### src/rtl/fpu_issue_ctrl_pkg.sv
// Opcode encoding, controller state type and helpers shared by the
// FP issue controller, its latency table and its bus interface.
package fpu_ctrl_pkg;

    localparam int OP_W = 5;

    typedef logic [OP_W-1:0] op_t;

    localparam op_t OP_ADD  = 5'd0;
    localparam op_t OP_SUB  = 5'd1;
    localparam op_t OP_MUL  = 5'd2;
    localparam op_t OP_DIV  = 5'd3;
    localparam op_t OP_SQRT = 5'd4;
    localparam op_t OP_MIN  = 5'd5;
    localparam op_t OP_MAX  = 5'd6;
    localparam op_t OP_LT   = 5'd7;
    localparam op_t OP_EQ   = 5'd8;
    localparam op_t OP_LE   = 5'd9;
    localparam op_t OP_CONV = 5'd10;

    typedef enum logic [1:0] {
        ST_IDLE,
        ST_EXEC,
        ST_RESP
    } state_t;

    function automatic logic op_legal(input op_t op);
        return op <= OP_CONV;
    endfunction

    function automatic int max3(input int a, input int b, input int c);
        int m;
        m = a;
        if (b > m) m = b;
        if (c > m) m = c;
        return m;
    endfunction

endpackage

### src/rtl/fpu_issue_ctrl_if.sv
// Request/response handshake bundle between the register-file read
// stage (master) and the FP issue controller (slave).
interface fpu_issue_if
#(
    parameter int TAG_W = 4
);
    import fpu_ctrl_pkg::*;

    logic             req_valid;
    logic             req_ready;
    op_t              req_op;
    logic [31:0]      req_a;
    logic [31:0]      req_b;
    logic [TAG_W-1:0] req_tag;

    logic             rsp_valid;
    logic             rsp_ready;
    logic [31:0]      rsp_data;
    logic [TAG_W-1:0] rsp_tag;
    logic             rsp_illegal;

    modport master (
        output req_valid, req_op, req_a, req_b, req_tag, rsp_ready,
        input  req_ready, rsp_valid, rsp_data, rsp_tag, rsp_illegal
    );

    modport slave (
        input  req_valid, req_op, req_a, req_b, req_tag, rsp_ready,
        output req_ready, rsp_valid, rsp_data, rsp_tag, rsp_illegal
    );

endinterface

### src/rtl/fpu_issue_ctrl_lat_lookup.sv
// Combinational opcode decode: legality and fixed ALU latency in cycles
// from operand drive to a valid result.
module fpu_lat_lookup
    import fpu_ctrl_pkg::*;
#(
    parameter int DIV_LAT  = 8,
    parameter int SQRT_LAT = 12,
    parameter int COMB_LAT = 1,
    parameter int CNT_W    = 5
) (
    input  op_t              op,
    output logic             legal,
    output logic [CNT_W-1:0] lat
);

    logic is_div;
    logic is_sqrt;
    logic is_comb;

    assign is_div  = (op == OP_DIV);
    assign is_sqrt = (op == OP_SQRT);
    assign is_comb = op_legal(op) && !is_div && !is_sqrt;

    always_comb begin
        legal = 1'b0;
        lat   = '0;
        unique case (1'b1)
            is_div: begin
                legal = 1'b1;
                lat   = CNT_W'(DIV_LAT);
            end
            is_sqrt: begin
                legal = 1'b1;
                lat   = CNT_W'(SQRT_LAT);
            end
            is_comb: begin
                legal = 1'b1;
                lat   = CNT_W'(COMB_LAT);
            end
            default: begin
                legal = 1'b0;
                lat   = '0;
            end
        endcase
    end

endmodule

### src/rtl/fpu_issue_ctrl.sv
// Single-issue sequencer for the FP ALU: holds operands for the op's
// fixed latency, captures the result and returns it with its tag.
module fpu_issue_ctrl
    import fpu_ctrl_pkg::*;
#(
    parameter int TAG_W    = 4,
    parameter int DIV_LAT  = 8,
    parameter int SQRT_LAT = 12,
    parameter int COMB_LAT = 1
) (
    input  logic        clk,
    input  logic        rst_n,
    fpu_issue_if.slave  bus,
    output logic [31:0] alu_a,
    output logic [31:0] alu_b,
    output op_t         alu_op,
    input  logic [31:0] alu_result,
    output logic        busy
);

    localparam int MAX_LAT = max3(DIV_LAT, SQRT_LAT, COMB_LAT);
    localparam int CNT_W   = $clog2(MAX_LAT) + 1;

    state_t           state;
    state_t           state_n;
    logic [CNT_W-1:0] cnt;
    logic [CNT_W-1:0] cnt_n;
    logic [31:0]      a_n;
    logic [31:0]      b_n;
    op_t              op_n;
    logic [31:0]      data_q;
    logic [31:0]      data_n;
    logic [TAG_W-1:0] tag_q;
    logic [TAG_W-1:0] tag_n;
    logic             ill_q;
    logic             ill_n;
    logic             legal;
    logic [CNT_W-1:0] lat;
    logic             accept;

    fpu_lat_lookup #(
        .DIV_LAT  (DIV_LAT),
        .SQRT_LAT (SQRT_LAT),
        .COMB_LAT (COMB_LAT),
        .CNT_W    (CNT_W)
    ) u_lat (
        .op    (bus.req_op),
        .legal (legal),
        .lat   (lat)
    );

    // A consumed response frees the slot in the same cycle.
    assign bus.req_ready = (state == ST_IDLE) ||
                           (state == ST_RESP && bus.rsp_ready);
    assign accept          = bus.req_valid && bus.req_ready;
    assign bus.rsp_valid   = (state == ST_RESP);
    assign bus.rsp_data    = data_q;
    assign bus.rsp_tag     = tag_q;
    assign bus.rsp_illegal = ill_q;
    assign busy            = (state != ST_IDLE);

    always_comb begin
        state_n = state;
        cnt_n   = cnt;
        a_n     = alu_a;
        b_n     = alu_b;
        op_n    = alu_op;
        data_n  = data_q;
        tag_n   = tag_q;
        ill_n   = ill_q;
        unique case (state)
            ST_EXEC: begin
                if (cnt != '0) begin
                    cnt_n = cnt - CNT_W'(1);
                end else begin
                    data_n  = alu_result;
                    ill_n   = 1'b0;
                    state_n = ST_RESP;
                end
            end
            default: begin
                if (state == ST_RESP && bus.rsp_ready) begin
                    state_n = ST_IDLE;
                end
                if (accept) begin
                    a_n   = bus.req_a;
                    b_n   = bus.req_b;
                    op_n  = bus.req_op;
                    tag_n = bus.req_tag;
                    if (legal) begin
                        cnt_n   = lat - CNT_W'(1);
                        state_n = ST_EXEC;
                    end else begin
                        // Illegal ops never touch the ALU result.
                        data_n  = '0;
                        ill_n   = 1'b1;
                        state_n = ST_RESP;
                    end
                end
            end
        endcase
    end

    always_ff @(posedge clk or negedge rst_n) begin
        if (!rst_n) begin
            state  <= ST_IDLE;
            cnt    <= '0;
            alu_a  <= '0;
            alu_b  <= '0;
            alu_op <= '0;
            data_q <= '0;
            tag_q  <= '0;
            ill_q  <= 1'b0;
        end else begin
            state  <= state_n;
            cnt    <= cnt_n;
            alu_a  <= a_n;
            alu_b  <= b_n;
            alu_op <= op_n;
            data_q <= data_n;
            tag_q  <= tag_n;
            ill_q  <= ill_n;
        end
    end

endmodule

### src/flat_wrapper.sv
// flat-port wrapper written by rule: the top's interface ports become plain ports
module fpu_issue_ctrl_flat import fpu_ctrl_pkg::*;
#(
    parameter int TAG_W    = 4,
    parameter int DIV_LAT  = 8,
    parameter int SQRT_LAT = 12,
    parameter int COMB_LAT = 1
)
  (clk, rst_n, alu_a, alu_b, alu_op, alu_result, busy, bus_req_valid, bus_req_op, bus_req_a, bus_req_b, bus_req_tag, bus_rsp_ready, bus_req_ready, bus_rsp_valid, bus_rsp_data, bus_rsp_tag, bus_rsp_illegal);
  fpu_issue_if #(.TAG_W(TAG_W)) bus_i ();
  input  logic clk;
  input  logic rst_n;
  output logic [31:0] alu_a;
  output logic [31:0] alu_b;
  output op_t alu_op;
  input  logic [31:0] alu_result;
  output logic busy;
  input wire logic [$bits(bus_i.req_valid)-1:0] bus_req_valid;
  input wire logic [$bits(bus_i.req_op)-1:0] bus_req_op;
  input wire logic [$bits(bus_i.req_a)-1:0] bus_req_a;
  input wire logic [$bits(bus_i.req_b)-1:0] bus_req_b;
  input wire logic [$bits(bus_i.req_tag)-1:0] bus_req_tag;
  input wire logic [$bits(bus_i.rsp_ready)-1:0] bus_rsp_ready;
  output wire logic [$bits(bus_i.req_ready)-1:0] bus_req_ready;
  output wire logic [$bits(bus_i.rsp_valid)-1:0] bus_rsp_valid;
  output wire logic [$bits(bus_i.rsp_data)-1:0] bus_rsp_data;
  output wire logic [$bits(bus_i.rsp_tag)-1:0] bus_rsp_tag;
  output wire logic [$bits(bus_i.rsp_illegal)-1:0] bus_rsp_illegal;
  assign bus_i.req_valid = bus_req_valid;
  assign bus_i.req_op = bus_req_op;
  assign bus_i.req_a = bus_req_a;
  assign bus_i.req_b = bus_req_b;
  assign bus_i.req_tag = bus_req_tag;
  assign bus_i.rsp_ready = bus_rsp_ready;
  assign bus_req_ready = bus_i.req_ready;
  assign bus_rsp_valid = bus_i.rsp_valid;
  assign bus_rsp_data = bus_i.rsp_data;
  assign bus_rsp_tag = bus_i.rsp_tag;
  assign bus_rsp_illegal = bus_i.rsp_illegal;
  fpu_issue_ctrl #(.TAG_W(TAG_W), .DIV_LAT(DIV_LAT), .SQRT_LAT(SQRT_LAT), .COMB_LAT(COMB_LAT)) u_core (.clk(clk), .rst_n(rst_n), .bus(bus_i), .alu_a(alu_a), .alu_b(alu_b), .alu_op(alu_op), .alu_result(alu_result), .busy(busy));
endmodule
### config.mk
export PLATFORM = sky130hd
export DESIGN_NAME = fpu_issue_ctrl_flat
export DESIGN_NICKNAME = d
export VERILOG_FILES = /design/src/rtl/fpu_issue_ctrl_pkg.sv /design/src/rtl/fpu_issue_ctrl_if.sv /design/src/rtl/fpu_issue_ctrl_lat_lookup.sv /design/src/rtl/fpu_issue_ctrl.sv /design/src/flat_wrapper.sv
export SDC_FILE = /design/constraint.sdc
export NUM_CORES = 1
export LEC_CHECK = 0
export BUFFER_PORTS_ARGS = -buffer_cell sky130_fd_sc_hd__buf_2
export CORE_MARGIN = 4
export CORE_UTILIZATION = 50
export CTS_CLUSTER_SIZE = 24
export DETAILED_ROUTE_END_ITERATION = 8
export PLACE_DENSITY = 0.81
export SYNTH_ARGS = -nofsm -noshare
export SYNTH_HDL_FRONTEND = slang
export SYNTH_HIERARCHICAL = 1
export SYNTH_SLANG_ARGS = --single-unit
### constraint.sdc
create_clock -name clk -period 4.55 [get_ports clk]
set_clock_uncertainty 0.15 [all_clocks]
set_input_delay 0 -clock clk [delete_from_list [all_inputs] [get_ports clk]]
set_output_delay 0 -clock clk [all_outputs]
set_load 0.05 [all_outputs]
# Yosys cells after proc, flatten, opt, wreduce, memory -nomap -nowiden

Index checks and enable logic that the tools add are counted.

Word-level logic and storage cells: 56
Output and inout bits: 109
Input port bits: 109
Register bits: 113

Magnitude comparators: 1
Eq/ne operators: 7
Add/sub/neg operators: 2
Bitwise operators: 1
Muxes and demuxes: 19
Reductions and logical operators: 18

Operators by type and width:

| cell                | number |
|---|---|
| $mux 32             | 4 |
| $mux 5              | 4 |
| $pmux 4 s3          | 1 |
| $mux 2              | 5 |
| $reduce_and 3->1    | 2 |
| $reduce_bool 2->1   | 3 |
| $eq 5x2->1 const B  | 1 |
| $eq 5x3->1 const B  | 1 |
| $le 5x4->1 const B  | 1 |
| $mux 1              | 5 |
| $reduce_bool 5->1   | 1 |
| $sub 4x1->5 const B | 1 |
| $sub 5x1->5 const B | 1 |
| $logic_and 1x1->1   | 4 |
| $ne 2x2->1 const B  | 2 |
| $reduce_and 2->1    | 2 |
| $reduce_bool 3->1   | 1 |
| $reduce_or 3->1     | 1 |
| $eq 2x1->1 const B  | 1 |
| $eq 2x2->1 const B  | 1 |
| $logic_not 1->1     | 2 |
| $logic_not 2->1     | 1 |
| $ne 2x1->1 const B  | 1 |
| $logic_or 1x1->1    | 1 |
| $not 1->1           | 1 |

# Logic depth before layout (Yosys ltp)

Depth after elaboration: 9
Mapped depth: 8
Gate-level depth less buffers: 7

# Hierarchy

Netlist, hierarchy kept.

By module, submodules not included:

| module         | seq. area each (µm²) | cells an instance | area each (µm²) | instances |
|---|---|---|---|---|
| fpu_issue_ctrl | 2827.7               | 356               | 4694.5          | 1 |
| fpu_lat_lookup | 0.0                  | 12                | 91.3            | 1 |

# Worst setup path before layout

No wires, ideal clock.

Path kind: register -> register
Start: register u_core.state[0]
End: register u_core.cnt[4]
Cell stages (with the launch flop): 7
Library setup time: 0.120 ns
Slack: 2.552 ns
Path buffers: 1
Data required time: 4.280 ns
Arrival time: 1.728 ns
Period minus slack after synthesis: 1.998 ns
Cell sequence: dfrtp_1 -> nor2b_1 -> clkbuf_1 -> mux2i_1 -> ha_1 -> a2111o_1 -> o211a_1

Cells in the longest elaborated chain, start to end: 6
Elaborated cells between the ends (all ways): 11
Classes of those cells: eq/ne: 3; mux: 1; reduce/logical: 7

Ends and longest elaborated chain:

| item                        | line                  | text |
|---|---|---|
| start, declared             | fpu_issue_ctrl.sv:24  | `state_t state;` |
| start signal, assigned      | fpu_issue_ctrl.sv:115 | `state <= state_n;` |
| $eq 2x2->1                  | fpu_issue_ctrl.sv:54  | `(state == ST_RESP && bus.rsp_ready);` |
| $logic_and 1x1->1           | fpu_issue_ctrl.sv:54  |  |
| $logic_or 1x1->1            | fpu_issue_ctrl.sv:53  | `assign bus.req_ready = (state == ST_IDLE) \|\|` |
| $logic_and 1x1->1           | fpu_issue_ctrl.sv:55  | `assign accept = bus.req_valid && bus.req_ready;` |
| $reduce_bool 2->1 (no line) | -                     |  |
| $reduce_and 3->1 (no line)  | -                     |  |
| end signal, assigned        | fpu_issue_ctrl.sv:116 | `cnt <= cnt_n;` |
| end, declared               | fpu_issue_ctrl.sv:26  | `logic [CNT_W-1:0] cnt;` |

Several ways; a longest one is shown, not always the timed one.
A chain may end at the register's enable or synchronous reset.

# Worst setup path in the final report

Start: register u_core.state[1]
End: register u_core.data_q[6], in the netlist u_core/bus.rsp_data[6]

Cells in the longest elaborated chain, start to end: 6
Elaborated cells between the ends (all ways): 11
Classes of those cells: eq/ne: 4; mux: 1; reduce/logical: 6

Ends and longest elaborated chain:

| item                        | line                  | text |
|---|---|---|
| $eq 2x2->1                  | fpu_issue_ctrl.sv:54  |  |
| $logic_and 1x1->1           | fpu_issue_ctrl.sv:54  |  |
| $logic_or 1x1->1            | fpu_issue_ctrl.sv:53  |  |
| $logic_and 1x1->1           | fpu_issue_ctrl.sv:55  |  |
| $reduce_bool 2->1 (no line) | -                     |  |
| $reduce_and 3->1 (no line)  | -                     |  |
| end signal, assigned        | fpu_issue_ctrl.sv:120 | `data_q <= data_n;` |
| end, declared               | fpu_issue_ctrl.sv:31  | `logic [31:0] data_q;` |

Several ways; a longest one is shown, not always the timed one.

==> results.yml <==
run_status:
  outcome: "completed"
setup_path:
  worst_setup_path_start_kind: "register"
  endpoint_kind: "register"
  cp_max_fo: 18
  r2r_setup_slack_ps: 2150
  critPathKind: "register to register"
  cp.required_ps: 4810
  arrival_ps: 2660
power_and_ir_drop:
  leakagePower_nw: 4.04
  switching_share_pct: 26.6
  p_int_mw: 1.99
  peakVddDrop_uv: 266
  comb_power_share_pct: 13.3
  seq_power_share_pct: 39.3
  total_power_mw: 2.72
  powerDensity_nw_per_um2: 356
  clockPowerShare_pct: 47.4
  netSwitchingPower_uw: 724
global_route:
  grt_pass1_wl_mm: 22.7
  grt_max_degree: 76
  antenna_found_initial: 0
  first_global_vias: 4601
  gr-total-overflow: 0
  grtUsageTotal_pct: 25.8
logic_synthesis:
  synth-compound-area-share_pct: 4.39
  synth_xor_area_share_pct: 0
  syn-cell-area_um2: 4790
  yosysUniqueCellTypes: 40
  yosys_warnings: 6
  synth_edf_count: 0
  ys_seq_area_share_pct: 59.1
  synth-simple-area-share_pct: 6.46
  synth_cells: 368
  ys_ff_latch: 113
  synth_top_family_by_area: "multiplexers"
  synthArstFlopShare_pct: 100
  synthFlopType: "dfrtp_1"
  synth-adder-area-share_pct: 0.261
  syn_avg_cell_area_um2: 13.0
  synthMuxAreaShare_pct: 24.7
placed_design:
  dp_hpwl_mm: 8.14
  routabilityCongestion: 0.786
  placedCellCount: 701
  numPortBuffers: 217
cts:
  htree_levels: 4
  clockBufferDepth: 2
  cts_tree: "yes"
  postCtsSetupBuffers: 0
  clk_pin_slew_ps: 60
  hold_buffers: 108
  cts_root_buffer: "clkbuf_8"
  cts_buffers: 17
  clock_latency_ps: 490
  clock_sinks: 113
  cts_resized: 0
layout:
  final_nets: 809
  syn2layout_area_growth_pct: 59.5
  multi_input_area_um2: 1730
  drive_gt1_share_pct: 46.9
  n_fill_cell: 502
  final_cell_count_no_fill: 841
  regArea_um2: 2830
  n_antenna_cell: 0
  post-route-util_pct: 82.2
sta:
  max-slew-margin-rel_pct: 36.3
  rsz0062_at_grt: "no"
  period_share_pct: 52.7
  setup-tns-final_ps: 0
  fmax_ghz: 0.417
  setup_viol: 0
  period_minus_slack_ps: 2400
  drv_slew: 0
  max_slew.worst_pin.slew_ps: 956
  hold_viol_final: 0
detailed_routing:
  drc: 0
  wl_per_cell_um: 17.0
  drt-total-wl_mm: 14.3
  ant_nets: 0
  via_count: 4162
  vias_per_cell: 4.95
  drt_iter0_markers: 165
  dr.pass1.iters: 6
die:
  dieHeight_um: 106
  die_area_um2: 11200
  die_w_um: 106
  core_area_um2: 9280
  initial_core_util_pct: 51.5
  fp-row-count: 35
  io-pin-count: 218
job:
  drv_cap: 0
min_path:
  hold_class: "input pin to async pin"
per-stage QoR:
| step | hold slack, ps | area [um2] | worst slack, ps |
|---|---|---|---|
| after floorplan | -446 | 4790 | 2550 |
| after global placement | 13.6 | 5970 | 2300 |
| after detailed placement | 23.6 | 5970 | 2200 |
| after CTS | 30.3 | 7630 | 2180 |
| after global routing | 90.0 | 7630 | 2060 |
| final | 29.9 | 7630 | 2150 |
logic make-up (layout without fill, tap and decap cells):
kind of cell	after synthesis	after routing
buffers and inverters	53	396
flip-flops	113	113
other	1	2
AO/OA/AOI/OAI	26	26
AND/OR/NAND/NOR	65	65
adder cells (fa/ha/maj)	1	1
multiplexers	109	109
layer usage:
metal / GRT usage (%) / routed length, um
met2: 46.7 / 7530
met1: 26.9 / 5170
met3: 8.14 / 1070
met4: 12.5 / 504
met5: 0 / 0
sequential cells by signal, summed over array words and instances, names as in the netlist:
register,count
u_core/alu_b,32
u_core/alu_op,5
u_core/bus.rsp_illegal,1
u_core/cnt,5
u_core/bus.rsp_tag,4
u_core/alu_a,32
u_core/bus.rsp_data,32
u_core/state,2
cells in the final DEF (no fill, tap or decap), types with 2 or more instances in the layout:
cell           instances
nor3_1                 3
a31oi_1                3
buf_4                  5
dlygate4sd3_1        108
o21bai_1               2
mux2_2                73
nand2_1               35
and3_1                 3
clkinv_4               3
clkbuf_8               2
nand2b_1               3
clkinvlp_4             5
clkbuf_16             16
inv_6                  3
dfrtp_1              113
a21oi_1                5
mux2i_1               36
bufinv_16              2
nor3b_1                2
a221oi_1               2
conb_1                 2
o21ai_0                3
nor2_1                 6
nor2b_1                4
inv_1                 35
buf_2                216
final timing paths:
| path | startpoint | cells after the start | to |
|---|---|---|---|
| min in group clk | bus_req_a[27] | 3 | u_core/alu_a[27] |
| max in group asynchronous | rst_n | 3 | u_core/bus.rsp_data[8] |
| min reg2reg | u_core/alu_a[25] | 1 | u_core/alu_a[25] |
| max | u_core/state[1] | 4 | u_core/bus.rsp_data[6] |
| max reg2reg | u_core/state[1] | 4 | u_core/bus.rsp_data[6] |
| min | rst_n | 2 | u_core/bus.rsp_data[10] |
worst max-delay path, stage by stage (launching register included):
cell	delay, ps
dfrtp_1	470
nand2b_1	430
a2bb2oi_4	580
buf_4	420
mux2i_1	250
synthesized netlist by cell type (all sizes together), types with 2 or more instances:
cell type / count / share of area [%]
nor3: 3 / 0.31
a31oi: 3 / 0.39
nand2b: 3 / 0.39
o21bai: 2 / 0.31
a221oi: 2 / 0.37
a21oi: 5 / 0.52
mux2: 73 / 17
nor2: 7 / 0.55
or2: 2 / 0.31
dfrtp: 113 / 59
inv: 35 / 2.7
and3: 3 / 0.39
clkbuf: 4 / 0.31
o21ai: 3 / 0.31
nor2b: 5 / 0.65
nor3b: 2 / 0.31
mux2i: 36 / 7.5
nand2: 35 / 2.7
buf: 14 / 2.0
a211oi: 2 / 0.42
area by class of cell:
cell class,instances,area share [%]
clock buffer,18,5.60
clock inverter,14,2.03
inverter,35,1.72
multi-input combinational,203,22.7
sequential,113,37.0
tap,129,2.11
timing repair buffer,329,28.8
power groups by stage:
stage / registers [mW] / logic [mW] / clock network [mW]
2_1_floorplan: 1.20 / 0.0472 / 0
3_3_place_gp: 1.08 / 0.278 / 0
3_5_place_dp: 1.08 / 0.283 / 0
4_1_cts: 1.06 / 0.356 / 1.31
5_1_grt: 1.07 / 0.382 / 1.36
6_report: 1.07 / 0.362 / 1.29
(Power assumes the default switching activity.)
